==> config.mk <==
export PLATFORM = sky130hd
export DESIGN_NAME = fetch_stage
export DESIGN_NICKNAME = d
export VERILOG_FILES = /design/src/rtl/fetch_stage_pkg.sv /design/src/rtl/fetch_stage_fd_reg.sv /design/src/rtl/fetch_stage.sv
export SDC_FILE = /design/constraint.sdc
export NUM_CORES = 1
export LEC_CHECK = 0
export CELL_PAD_IN_SITES_DETAIL_PLACEMENT = 0
export CELL_PAD_IN_SITES_GLOBAL_PLACEMENT = 2
export CORE_MARGIN = 2
export CORE_UTILIZATION = 28
export CTS_CLUSTER_SIZE = 12
export DETAILED_ROUTE_END_ITERATION = 12
export GPL_TIMING_DRIVEN = 0
export PLACE_DENSITY = 0.92
export SYNTH_ARGS = -nofsm -noshare
export SYNTH_HDL_FRONTEND = slang
export SYNTH_SLANG_ARGS = --single-unit
==> constraint.sdc <==
create_clock -name clk -period 3.8 [get_ports clk]
set_input_delay 0.76 -clock clk [delete_from_list [all_inputs] [get_ports clk]]
set_output_delay 0.76 -clock clk [all_outputs]
set_load 0.02 [all_outputs]
==> src/rtl/fetch_stage_pkg.sv <==
// Shared constants, F/D payload type and the fetch address check for the F stage.
// Exception codes and address map match the CP0 and memory stages.
package fetch_stage_pkg;

    localparam logic [4:0]  EXC_NONE   = 5'd0;
    localparam logic [4:0]  EXC_ADEL   = 5'd4;

    localparam logic [31:0] RESET_PC   = 32'h0000_3000;
    localparam logic [31:0] HANDLER_PC = 32'h0000_4180;
    localparam logic [31:0] IM_BASE    = 32'h0000_3000;
    localparam logic [31:0] IM_END     = 32'h0000_6FFC;

    typedef struct packed {
        logic [31:0] pc;
        logic [31:0] instr;
        logic [4:0]  exc;
        logic        bd;
        logic        valid;
    } fd_payload_t;

    // Misaligned or outside instruction memory: the fetch raises AdEL.
    function automatic logic fetch_adel(input logic [31:0] pc,
                                        input logic [31:0] lo,
                                        input logic [31:0] hi);
        return (pc[1:0] != 2'b00) || (pc < lo) || (pc > hi);
    endfunction

endpackage

==> src/rtl/fetch_stage_fd_reg.sv <==
// F/D pipeline register: handler flush beats hold, hold beats bubble insert,
// and the fetched payload loads only when none of those is active.
module fd_reg
    import fetch_stage_pkg::*;
#(
    parameter logic [31:0] RESET_PC   = fetch_stage_pkg::RESET_PC,
    parameter logic [31:0] HANDLER_PC = fetch_stage_pkg::HANDLER_PC
) (
    input  logic        clk,
    input  logic        rst_n,
    input  logic        flush_hdl,
    input  logic        hold,
    input  logic        flush_bub,
    input  fd_payload_t d_in,
    output fd_payload_t d_out
);

    fd_payload_t fd_d, fd_q;

    always_comb begin
        fd_d = fd_q;
        if (flush_hdl) begin
            fd_d       = '0;
            fd_d.pc    = HANDLER_PC;
            fd_d.exc   = EXC_NONE;
        end else if (hold) begin
            fd_d = fd_q;
        end else if (flush_bub) begin
            // eret's bubble still advances the PC so D_PC tracks the fetch stream.
            fd_d       = '0;
            fd_d.pc    = d_in.pc;
            fd_d.exc   = EXC_NONE;
        end else begin
            fd_d = d_in;
        end
    end

    always_ff @(posedge clk or negedge rst_n) begin
        if (!rst_n) begin
            fd_q       <= '0;
            fd_q.pc    <= RESET_PC;
            fd_q.exc   <= EXC_NONE;
        end else begin
            fd_q <= fd_d;
        end
    end

    assign d_out = fd_q;

endmodule

==> src/rtl/fetch_stage.sv <==
// F stage: fetch PC register, AdEL check on the fetch address, and the F/D register.
// Redirect priority on each edge is req > stall > eret > normal advance.
module fetch_stage
    import fetch_stage_pkg::*;
#(
    parameter logic [31:0] P_RESET_PC   = RESET_PC,
    parameter logic [31:0] P_HANDLER_PC = HANDLER_PC,
    parameter logic [31:0] P_IM_BASE    = IM_BASE,
    parameter logic [31:0] P_IM_END     = IM_END
) (
    input  logic        clk,
    input  logic        reset,
    input  logic [31:0] next_PC,
    input  logic [31:0] F_instr,
    input  logic        stall,
    input  logic        req,
    input  logic        D_is_jb,
    input  logic        D_eret,
    output logic [31:0] F_PC,
    output logic [31:0] D_PC,
    output logic [31:0] D_instr,
    output logic [4:0]  D_exc,
    output logic        D_BD,
    output logic        D_valid
);

    logic [31:0] pc_d, pc_q;
    logic        f_adel;
    fd_payload_t fd_in, fd_out;

    assign f_adel = fetch_adel(pc_q, P_IM_BASE, P_IM_END);

    // next_PC is loaded verbatim; a bad target faults when fetched, not here.
    always_comb begin
        pc_d = pc_q;
        if (req)
            pc_d = P_HANDLER_PC;
        else if (!stall)
            pc_d = next_PC;
    end

    always_ff @(posedge clk or negedge reset) begin
        if (!reset)
            pc_q <= P_RESET_PC;
        else
            pc_q <= pc_d;
    end

    always_comb begin
        fd_in.pc    = pc_q;
        fd_in.instr = f_adel ? 32'h0 : F_instr;
        fd_in.exc   = f_adel ? EXC_ADEL : EXC_NONE;
        fd_in.bd    = D_is_jb;
        fd_in.valid = 1'b1;
    end

    fd_reg #(
        .RESET_PC   (P_RESET_PC),
        .HANDLER_PC (P_HANDLER_PC)
    ) u_fd_reg (
        .clk       (clk),
        .rst_n     (reset),
        .flush_hdl (req),
        .hold      (stall),
        .flush_bub (D_eret),
        .d_in      (fd_in),
        .d_out     (fd_out)
    );

    assign F_PC    = pc_q;
    assign D_PC    = fd_out.pc;
    assign D_instr = fd_out.instr;
    assign D_exc   = fd_out.exc;
    assign D_BD    = fd_out.bd;
    assign D_valid = fd_out.valid;

endmodule
# After elaboration in Yosys (flattened, before gate mapping)
# Cells that the tools add are included.
# W data, S select, Z words.
word_totals:
  out_inout_bits: 103
  mem_count: 0
  in_bits: 70
  latch_bits: 0
  reg_bits: 103
  mem_bits_rw: 0
  romBits: 0
  elab_cells: 19
classes:
  shifts: 0
  n_bitwise: 0
  n_lt_le_gt_ge: 2
  n_addsub: 0
  reduce_logical: 3
  eq_ne: 1
  multipliers: 0
  div: 0
  n_mux: 7
op_table:
  columns: ["op", "n"]
  rows:
  - ["$mux W71", 2]
  - ["$mux W32", 3]
  - ["$mux W39", 1]
  - ["$gt A32 B15 Y1 const B", 1]
  - ["$lt A32 B14 Y1 const B", 1]
  - ["$mux W3", 1]
  - ["$logic_or A1 B1 Y1", 2]
  - ["$ne A2 B1 Y1 const B", 1]
  - ["$reduce_bool A2 Y1", 1]

# Depth between registers and ports, before layout
# Gate-level depths: netlist of run 1.
depth:
  ltp_word: 7
  mapped_depth: 6
  mapped_depth_nobuf: 4

# Modules after synthesis
# Synthesis of run 1 repeated with hierarchy kept, for this count alone.
unflattened:
  hier_cells: 385
  area_unflattened_um2: 4918.5
modules_own_cells:
  columns: ["module", "cells_per_inst", "n_inst", "area_per_inst_um2", "seq_area_each_um2"]
  rows:
  - ["fd_reg", 197, 1, 2786.4, 1779.2]
  - ["fetch_stage", 188, 1, 2132.0, 803.3]

# Worst setup path before layout of run 1
# Ideal clock, no wire load.
synth_path:
  path_kind: "input to register"
  startpoint: "input stall"
  endpoint: "register u_fd_reg.fd_q (netlist bit u_fd_reg.d_out[10])"
  required_ns: 3.734
  setup_time_ns: 0.066
  t_arrival_ns: 1.849
  stages: 5
  path_slack_ns: 1.885
  path_buffers: 2
  cell_sequence: "buf_6 -> or3_4 -> nor4_4 -> buf_6 -> a22o_1"
synth_via:
  elab_chain_cells: 1
synth_rtl:
  columns: ["item", "line", "rtl"]
  rows:
  - ["start: declaration", "fetch_stage.sv:15", "input logic stall,"]
  - ["$ne A2 B1 Y1 (no source line)", null, null]
  - ["end: declaration", "fetch_stage_fd_reg.sv:18", "fd_payload_t fd_d, fd_q;"]
# Every way passes these cells.
# A chain may end at the register's enable or synchronous reset.

# Final worst setup path of run 1
layout_path:
  startpoint: "register pc_q[13], in the netlist F_PC[13]"
  endpoint: "output F_PC[13]"
layout_lines:
  columns: ["item", "line", "rtl"]
  rows:
  - ["start: declaration", "fetch_stage.sv:27", "logic [31:0] pc_d, pc_q;"]
  - ["start signal: assignment", "fetch_stage.sv:46", "pc_q <= pc_d;"]
  - ["end: declaration", "fetch_stage.sv:19", "output logic [31:0] F_PC,"]
# No word-level cell between the ends.

==> results of run 1 <==
placed cells by master (no fill, tap or decap), types with 2 or more instances in the layout:
master / netlist / routed
bufinv_16: 0 / 2
nor2_1: 58 / 58
buf_6: 4 / 4
clkdlybuf4s50_1: 0 / 166
nor4_1: 2 / 2
nand2_1: 5 / 5
buf_4: 4 / 5
clkbuf_16: 0 / 9
dfrtp_1: 95 / 95
buf_2: 6 / 6
mux2i_1: 58 / 58
or3_4: 2 / 2
conb_1: 1 / 4
a211o_1: 6 / 6
a22o_1: 33 / 33
nor2b_1: 7 / 7
inv_6: 0 / 2
dfstp_2: 4 / 4
clkbuf_1: 12 / 12
nor4_2: 2 / 2
flip-flops by register name (all words and copies together) (netlist names):
signal / flops
F_PC: 32
u_fd_reg.d_out: 67
per-stage QoR:
step                power, uW  util, %  setup slack (ps)  area (sq um)  instances
finish                   2450     44.9              1510          6210        672
global route             2570     44.9              1460          6210        672
CTS                      2490     44.9              1490          6210        672
detailed placement       1480     42.6              1260          5890        656
global placement         1480     42.4             -1790          5860        655
floorplan                1280        -              1890          3970        308
area by class of cell:
cell class / instances / area, sq um
buffer: 26 / 150
tap: 180 / 225
multi-input combinational: 183 / 1340
timing repair buffer: 168 / 1700
sequential: 99 / 2480
fill: 1320 / 7610
clock buffer: 9 / 225
clock inverter: 7 / 98.8
metal layers:
layer / up-vias / wire (microns) / track usage (%)
met5: - / 0 / 0
met4: 0 / 107 / 3.88
met3: 9 / 955 / 7.25
met2: 97 / 5280 / 24.2
met1: 1538 / 4780 / 19.1
li1: 1429 / - / -
cells by family (layout without fill, tap and decap cells):
kind of cell	Yosys count	in the layout	share of synthesized area [%]
flops	99	99	62.7
mux	58	58	14.7
other cells	1	4	0.0948
simple gates	79	79	9.49
buf+inv	26	210	3.79
compound gates	42	42	9.20
power by group:
part / total, uW / switching (uW) / leakage [uW] / internal, uW
Sequential: 1120 / 31.1 / 0.00132 / 1090
Combinational: 339 / 164 / 0.00135 / 174
Clock: 992 / 411 / 0.000156 / 581
final timing paths:
| kind | from | endpoint | slack, ps | cells past startpoint |
|---|---|---|---|---|
| worst max register to register | F_PC[31] | u_fd_reg.d_out[36] | 1960 | 5 |
| min in group clk | u_fd_reg.d_out[0] | u_fd_reg.d_out[0] | 480 | 2 |
| worst max-delay path | F_PC[13] | F_PC[13] | 1510 | 1 |
| worst min register to register | u_fd_reg.d_out[0] | u_fd_reg.d_out[0] | 480 | 2 |
| worst min-delay path | reset | F_PC[25] | 450 | 1 |
| max in group asynchronous | reset | F_PC[12] | 2640 | 2 |
==> impl_metrics.py, run 1 <==
metrics = {
    "status": {
        "status": "finished clean",
    },
    "die": {
        "coreArea_sq_mm": 0.0138,
        "die_h_microns": 123,
        "die-area_sq_mm": 0.0151,
        "ios": 173,
        "rows": 43,
        "dieWidth_microns": 123,
        "initial_core_util_pct": 28.6,
    },
    "cells_and_area": {
        "area_growth_pct": 57.1,
        "nets": 557,
        "n_antenna_cell": 0,
        "final_layout_size_suffix_gt1_share_pct": 8.33,
    },
    "clocking": {
        "cts_resized": 0,
        "root_buffer": "clkbuf_16",
        "cts.clk_slew.worst_paths_ps": 70,
        "max-clock-path-buffers": 2,
        "clock_sinks": 99,
        "cts_hold_buf": 0,
        "cts_buffers": 9,
        "cts_setup_buffers": 0,
        "cts_tree": "yes",
        "cts_max_level": 3,
        "clock_latency_ps": 350,
    },
    "global_route": {
        "grt_pass1_vias": 3225,
        "grt_max_degree": 52,
        "grt_overflow": 0,
        "grt_pass1_wl_mm": 17.5,
        "antenna_found_initial": 0,
        "track_usage_pct": 15.4,
    },
    "route": {
        "ant_nets": 0,
        "drtPass1Iterations": 4,
        "initialDrtViolationCount": 115,
        "drt-total-wl_mm": 11.1,
        "wl_per_cell_microns": 16.6,
        "via_per_inst": 4.57,
        "route.detailed.drc": 0,
        "vias": 3073,
    },
    "synth": {
        "synth_common_cells": "95 x dfrtp_1, 58 x mux2i_1, 58 x nor2_1",
        "yosysSeqAreaShare_pct": 62.7,
        "ys_top_cells_by_area": "dfrtp_1 60%, mux2i_1 15%, a22o_1 7.3%",
        "synthFlopType": "dfrtp_1",
        "synth_warnings": 0,
        "yosysMostFrequentCell": "dfrtp_1",
        "yosysTopAreaCellShare_pct": 60.1,
        "syn_inst": 305,
        "async_flop_share_pct": 100,
        "ys_ff_latch": 99,
        "synth_cell_type_count": 22,
        "syn_area_sq_mm": 0.00396,
        "yosys.area.top_type": "dfrtp_1",
        "synth_edf_count": 0,
        "syn_area_per_cell_sq_um": 13.0,
    },
    "setup_path": {
        "crit_family": "buffers and inverters",
        "cp_slowest_stage_delay_ps": 610,
        "cp.arrival_ps": 1530,
        "crit_fanout": 5,
        "crit_required_ps": 3040,
        "crit_path_start_kind": "register",
        "end_kind": "output port",
        "path_buf_inv": 1,
        "worst-setup-path-type": "register to output port",
        "path_cells": "clkdlybuf4s50_1",
        "slowest_stage": "clkdlybuf4s50_1",
    },
    "hold_path": {
        "hp-class": "primary input to async pin",
    },
    "sta": {
        "slew_viol_final": 0,
        "hold_violations": 0,
        "fin_tns_setup_ps": 0,
        "setup_viol": 0,
        "period_minus_slack_ps": 2290,
        "max_freq_mhz": 437,
        "period_share_pct": 60.2,
        "hold_slack_ps": 449,
        "fin_skew_ps": 9.99,
        "slew_headroom_pct": 50.5,
        "rsz0062_at_grt": "no",
        "worst-slew-pin-transition_ps": 743,
    },
    "power_and_ir_drop": {
        "vdd_drop_max_uv": 229,
        "power_density_mw_per_mm2": 395,
        "power.leakage_uw": 0.00283,
    },
    "placed_design": {
        "place_congestion": 0.717,
        "port_buffers": 167,
        "dp_hpwl_mm": 8.21,
    },
    "job": {
        "drv_cap": 0,
    },
}
Note: power is estimated with default switching activity, not from simulation.
==> inputs of run 2 (changes only) <==
--- a/config.mk
+++ b/config.mk
@@ -8,11 +8,11 @@
 export CELL_PAD_IN_SITES_DETAIL_PLACEMENT = 0
 export CELL_PAD_IN_SITES_GLOBAL_PLACEMENT = 2
 export CORE_MARGIN = 2
-export CORE_UTILIZATION = 28
+export CORE_UTILIZATION = 23
 export CTS_CLUSTER_SIZE = 12
 export DETAILED_ROUTE_END_ITERATION = 12
 export GPL_TIMING_DRIVEN = 0
-export PLACE_DENSITY = 0.92
+export PLACE_DENSITY = 0.82
 export SYNTH_ARGS = -nofsm -noshare
 export SYNTH_HDL_FRONTEND = slang
 export SYNTH_SLANG_ARGS = --single-unit
==> constraint.sdc (replaced) <==
create_clock -name clk -period 2 [get_ports clk]
set_input_delay 0.4 -clock clk [delete_from_list [all_inputs] [get_ports clk]]
set_output_delay 0.4 -clock clk [all_outputs]
set_load 0.02 [all_outputs]
==> run 2 against run 1 <==
Wire length rose by 6.4%. Worst setup slack got worse by 1400 ps. First-iteration DRC count fell by 7.0%. Hold slack got worse by 390 ps. Utilization fell by 7.0 points. Global-route usage fell by 1.9 points. Register-to-register slack got worse by 1800 ps. Clock skew fell by 3.1 ps. Largest power group is now the clock network. Highest routed layer unchanged.
==> impl_metrics.py, run 2 (synthesis gave the netlist of run 1 again) <==
metrics = {
    "sta": {
        "period_share_pct": 96.4,
        "rsz0062_at_grt": "no",
        "period_minus_slack_ps": 1930,
        "max_freq_mhz": 519,
        "fin_skew_ps": 6.89,
        "hold_violations": 0,
        "setup_viol": 0,
        "worst-slew-pin-transition_ps": 768,
        "slew_viol_final": 0,
        "finalWorstSetupSlack_ps": 72.0,
        "slew_headroom_pct": 48.8,
        "hold_slack_ps": 60.9,
    },
    "power_and_ir_drop": {
        "pwr-share-comb_pct": 13.1,
        "vdd_drop_max_uv": 440,
        "switching_share_pct": 22.6,
        "power_switching_uw": 1120,
        "power_density_mw_per_mm2": 780,
        "power_frac_seq_pct": 43.2,
        "clockPowerShare_pct": 43.7,
        "power.leakage_uw": 0.00286,
        "internal_power_uw": 3820,
    },
    "global_route": {
        "track_usage_pct": 13.5,
        "grt_max_degree": 55,
        "grt_overflow": 0,
        "antenna_found_initial": 0,
        "grt_pass1_vias": 3418,
        "grt_pass1_wl_mm": 19.0,
    },
    "setup_path": {
        "cp_slowest_stage_delay_ps": 610,
        "cp.arrival_ps": 1530,
        "crit_path_start_kind": "register",
        "startpoint": "F_PC[13]",
        "worst-setup-path-type": "register to output port",
        "end_kind": "output port",
        "slowest_stage": "clkdlybuf4s50_1",
        "path_cells": "clkdlybuf4s50_1",
        "crit_fanout": 5,
        "rr_startpoint": "F_PC[23]",
        "crit_family": "buffers and inverters",
        "crit_required_ps": 1600,
        "path_buf_inv": 1,
    },
    "route": {
        "ant_nets": 0,
        "drtPass1Iterations": 4,
        "vias": 3119,
        "wl_per_cell_microns": 16.6,
        "drt-total-wl_mm": 11.8,
        "via_per_inst": 4.37,
        "route.detailed.drc": 0,
        "initialDrtViolationCount": 107,
    },
    "die": {
        "rows": 47,
        "ios": 173,
        "die-area_sq_mm": 0.0183,
        "die_h_microns": 135,
        "initial_core_util_pct": 23.7,
        "coreArea_sq_mm": 0.0167,
        "dieWidth_microns": 135,
    },
    "cells_and_area": {
        "n_antenna_cell": 0,
        "layout.cells.non_filler": 713,
        "fillCellCount": 1649,
        "final_cell_mix": "166 x clkdlybuf4s50_1, 95 x dfrtp_1, 58 x mux2i_1, 58 x nor2_1, 33 x a22o_1",
        "final_layout_size_suffix_gt1_share_pct": 8.72,
        "nets": 558,
        "area_growth_pct": 60.0,
        "layout_commonest_cell": "clkdlybuf4s50_1",
        "largest_reg_flops": 67,
        "multi_input_area_sq_mm": 0.00134,
        "fin_area_sq_mm": 0.00633,
        "regArea_sq_mm": 0.00248,
    },
    "clocking": {
        "cts_buffers": 9,
        "max-clock-path-buffers": 2,
        "cts_tree": "yes",
        "cts_hold_buf": 0,
        "cts_max_level": 3,
        "clock_sinks": 99,
        "clock_latency_ps": 340,
        "root_buffer": "clkbuf_16",
        "cts.clk_slew.worst_paths_ps": 70,
    },
    "placed_design": {
        "place_congestion": 0.702,
        "dp_hpwl_mm": 8.87,
        "port_buffers": 167,
        "placed_area_sq_mm": 0.00594,
        "pre_cts_ws_ps": -270,
        "dpl.cell_count": 696,
    },
    "hold_path": {
        "hp-class": "primary input to async pin",
    },
    "job": {
        "drv_cap": 0,
    },
    "status": {
        "status": "finished clean",
    },
}
[run 2: cell types whose count changed in the layout (fill, tap and decap cells not counted), sizes merged]
cell | previous run | this run
buf | 16 | 17
bufinv | 2 | 4
clkbuf | 21 | 24
clkinv | 2 | 0
clkinvlp | 1 | 0
inv | 2 | 0
[run 2: routing by layer]
| layer | vias to the layer above | routed length [microns] | track usage (%) |
|---|---|---|---|
| met5 | - | 0 | 0 |
| met1 | 1558 | 5170 | 17.1 |
| li1 | 1429 | - | - |
| met2 | 121 | 5480 | 21.9 |
| met3 | 11 | 1030 | 4.64 |
| met4 | 0 | 152 | 4.51 |
[run 2: power groups by stage]
stage / Sequential [uW] / Clock, uW / Combinational [uW]
after floorplan: 2240 / 0 / 196
after global placement: 2170 / 0 / 645
after detailed placement: 2170 / 0 / 659
after CTS: 2130 / 2230 / 663
after global routing: 2140 / 2340 / 702
final: 2130 / 2160 / 649
[run 2: layout make-up]
class	count	share of cell area, %
plain buffers	26	2.39
multi-input cells	183	21.2
clock inverters	4	1.90
repair buffers	169	26.9
flip-flops and latches	99	39.2
clock buffers	12	4.05
well taps	220	4.35
[run 2: per-stage QoR]
step                      total power [uW]  setup TNS, ps  utilization, %
after global placement                2810        -328310            35.4
after floorplan                       2430              0               -
after global routing                  5180              0            37.9
final                                 4940              0            37.9
after detailed placement              2830         -14460            35.6
after CTS                             5030              0            37.8
[run 2: worst paths after layout]
| kind | to | slack [ps] | cells after the start |
|---|---|---|---|
| max | F_PC[13] | 70 | 1 |
| max in group asynchronous | u_fd_reg.d_out[52] | 1190 | 2 |
| min in group clk | u_fd_reg.d_out[0] | 410 | 3 |
| max reg2reg | u_fd_reg.d_out[16] | 200 | 6 |
| min reg2reg | u_fd_reg.d_out[4] | 480 | 2 |
| min | u_fd_reg.d_out[24] | 60 | 1 |
[run 2: timing repair]
| action | CTS | global route |
|---|---|---|
| endpoints found under the setup margin | 0 | 31 |
| setup buffers | 0 | 1 |
| resized for setup | 0 | 3 |
==> inputs of run 3 (changes only) <==
==> constraint.sdc (replaced) <==
create_clock -name clk -period 2 [get_ports clk]
set_input_delay 0.6 -clock clk [delete_from_list [all_inputs] [get_ports clk]]
set_output_delay 0.6 -clock clk [all_outputs]
set_load 0.02 [all_outputs]
==> run 3 against run 2 <==
Via count is 0.35% lower. Sequential share of layout area rose by 0.078 points. Die area unchanged. Clock-buffer cell count is the same. Global-route usage barely moved. Sequential power hardly changed. Highest routed layer unchanged. Critical endpoint is now F_PC[4].
==> impl_metrics.py, run 3 (synthesis gave the netlist of run 1 again) <==
metrics = {
    "global_route": {
        "grt_overflow": 0,
        "track_usage_pct": 13.6,
        "grt_pass1_wl_mm": 19.0,
        "antenna_found_initial": 0,
        "grt_pass1_vias": 3420,
        "grt_max_degree": 55,
    },
    "sta": {
        "worst-slew-pin-transition_ps": 766,
        "fin_tns_setup_ps": 0,
        "setup_viol": 0,
        "period_share_pct": 97.2,
        "hold_violations": 0,
        "fin_skew_ps": 6.73,
        "slew_headroom_pct": 48.9,
        "rsz0062_at_grt": "no",
        "period_minus_slack_ps": 1940,
        "max_freq_mhz": 514,
        "slew_viol_final": 0,
    },
    "power_and_ir_drop": {
        "internal_power_uw": 3800,
        "pwr-share-comb_pct": 12.8,
        "switching_share_pct": 22.7,
        "power_density_mw_per_mm2": 778,
        "vdd_drop_max_uv": 439,
        "power_switching_uw": 1110,
        "power.leakage_uw": 0.00305,
        "clockPowerShare_pct": 43.9,
        "power_frac_seq_pct": 43.3,
        "power_uw": 4920,
    },
    "cells_and_area": {
        "regArea_sq_mm": 0.00248,
        "nets": 558,
        "largest_reg_flops": 67,
        "n_antenna_cell": 0,
        "multi_input_area_sq_mm": 0.00134,
        "fillCellCount": 1664,
        "layout_commonest_cell": "clkdlybuf4s50_1",
        "area_growth_pct": 59.7,
        "final_layout_size_suffix_gt1_share_pct": 8.92,
        "final_cell_mix": "138 x clkdlybuf4s50_1, 95 x dfrtp_1, 58 x mux2i_1, 58 x nor2_1, 33 x a22o_1",
    },
    "clocking": {
        "max-clock-path-buffers": 2,
        "cts_hold_buf": 0,
        "root_buffer": "clkbuf_16",
        "cts_max_level": 3,
        "cts_buffers": 9,
        "clock_latency_ps": 340,
        "cts_tree": "yes",
        "cts.clk_slew.worst_paths_ps": 70,
        "clock_sinks": 99,
    },
    "placed_design": {
        "place_congestion": 0.702,
        "dp_hpwl_mm": 8.87,
        "port_buffers": 167,
    },
    "setup_path": {
        "path_cells": "clkdlybuf4s50_1",
        "rr_startpoint": "F_PC[23]",
        "startpoint": "F_PC[4]",
        "crit_required_ps": 1400,
        "reg2reg_slack_ps": 230,
        "reg2reg_to": "u_fd_reg.d_out[18]",
        "end_kind": "output port",
        "crit_path_start_kind": "register",
        "cp_slowest_stage_delay_ps": 620,
        "r2r_cells": 6,
        "slowest_stage": "clkdlybuf4s50_1",
        "cp.arrival_ps": 1340,
        "path_buf_inv": 1,
        "worst-setup-path-type": "register to output port",
        "crit_fanout": 3,
        "crit_family": "buffers and inverters",
    },
    "die": {
        "rows": 47,
        "die-area_sq_mm": 0.0183,
        "coreArea_sq_mm": 0.0167,
        "ios": 173,
        "dieWidth_microns": 135,
        "initial_core_util_pct": 23.7,
        "die_h_microns": 135,
    },
    "route": {
        "wl_per_cell_microns": 16.6,
        "initialDrtViolationCount": 103,
        "via_per_inst": 4.36,
        "vias": 3108,
        "drtPass1Iterations": 4,
        "ant_nets": 0,
        "route.detailed.drc": 0,
        "drt-total-wl_mm": 11.8,
    },
    "job": {
        "drv_cap": 0,
    },
    "status": {
        "status": "finished clean",
    },
    "hold_path": {
        "hp-class": "primary input to async pin",
    },
}
[run 3: cell count changes in the layout (fill, tap and decap cells not counted), sizes merged]
| cell | change |
|---|---|
| dlygate4sd2 | +21 |
| clkdlybuf4s50 | -28 |
| dlymetal6s2s | +7 |
[run 3: layer usage]
| layer | GRT usage [%] | routed length, microns | vias to the layer above |
|---|---|---|---|
| met5 | 0 | 0 | - |
| met4 | 4.51 | 169 | 0 |
| met3 | 4.64 | 1030 | 12 |
| met2 | 21.9 | 5490 | 126 |
| met1 | 17.1 | 5150 | 1542 |
| li1 | - | - | 1428 |
[run 3: through the flow]
step | worst slack, ps | instances | utilization, % | hold WS, ps | instance area, sq um
floorplan | 245 | 308 | - | 304 | 3970
global route | 6.53 | 713 | 37.8 | 304 | 6320
global placement | -3460 | 695 | 35.4 | 460 | 5910
CTS | 5.52 | 712 | 37.7 | 279 | 6290
detailed placement | -470 | 696 | 35.6 | 465 | 5940
finish | 55.8 | 713 | 37.8 | 263 | 6320
[run 3: what timing repair did]
item,in CTS,in global routing
pin swaps,0,1
setup buffers,0,1
resized for setup,22,11
endpoints found under the setup margin,52,36
[run 3: layout make-up]
class                   instances  area share [%]
clock buffers                  12            4.06
plain buffers                  26            2.44
clock inverters                 4            1.90
flip-flops and latches         99            39.3
repair buffers                169            26.8
multi-input cells             183            21.1
well taps                     220            4.36
[run 3: how the worst max path moves through the flow]
stage / to / slack (ps) / depth (start not counted)
after floorplan: u_fd_reg.d_out[10] / 250 / 5
after global placement: u_fd_reg.d_out[60] / -3460 / 1
after detailed placement: u_fd_reg.d_out[41] / -470 / 4
after CTS: u_fd_reg.d_out[16] / 6 / 5
after global routing: F_PC[6] / 7 / 1
final: F_PC[4] / 60 / 1
[run 3: power by group through the flow]
stage | clock, uW | combinational [uW] | sequential (uW)
after floorplan | 0 | 196 | 2240
after CTS | 2230 | 646 | 2130
after detailed placement | 0 | 659 | 2170
after global routing | 2340 | 684 | 2140
after global placement | 0 | 645 | 2170
final | 2160 | 630 | 2130
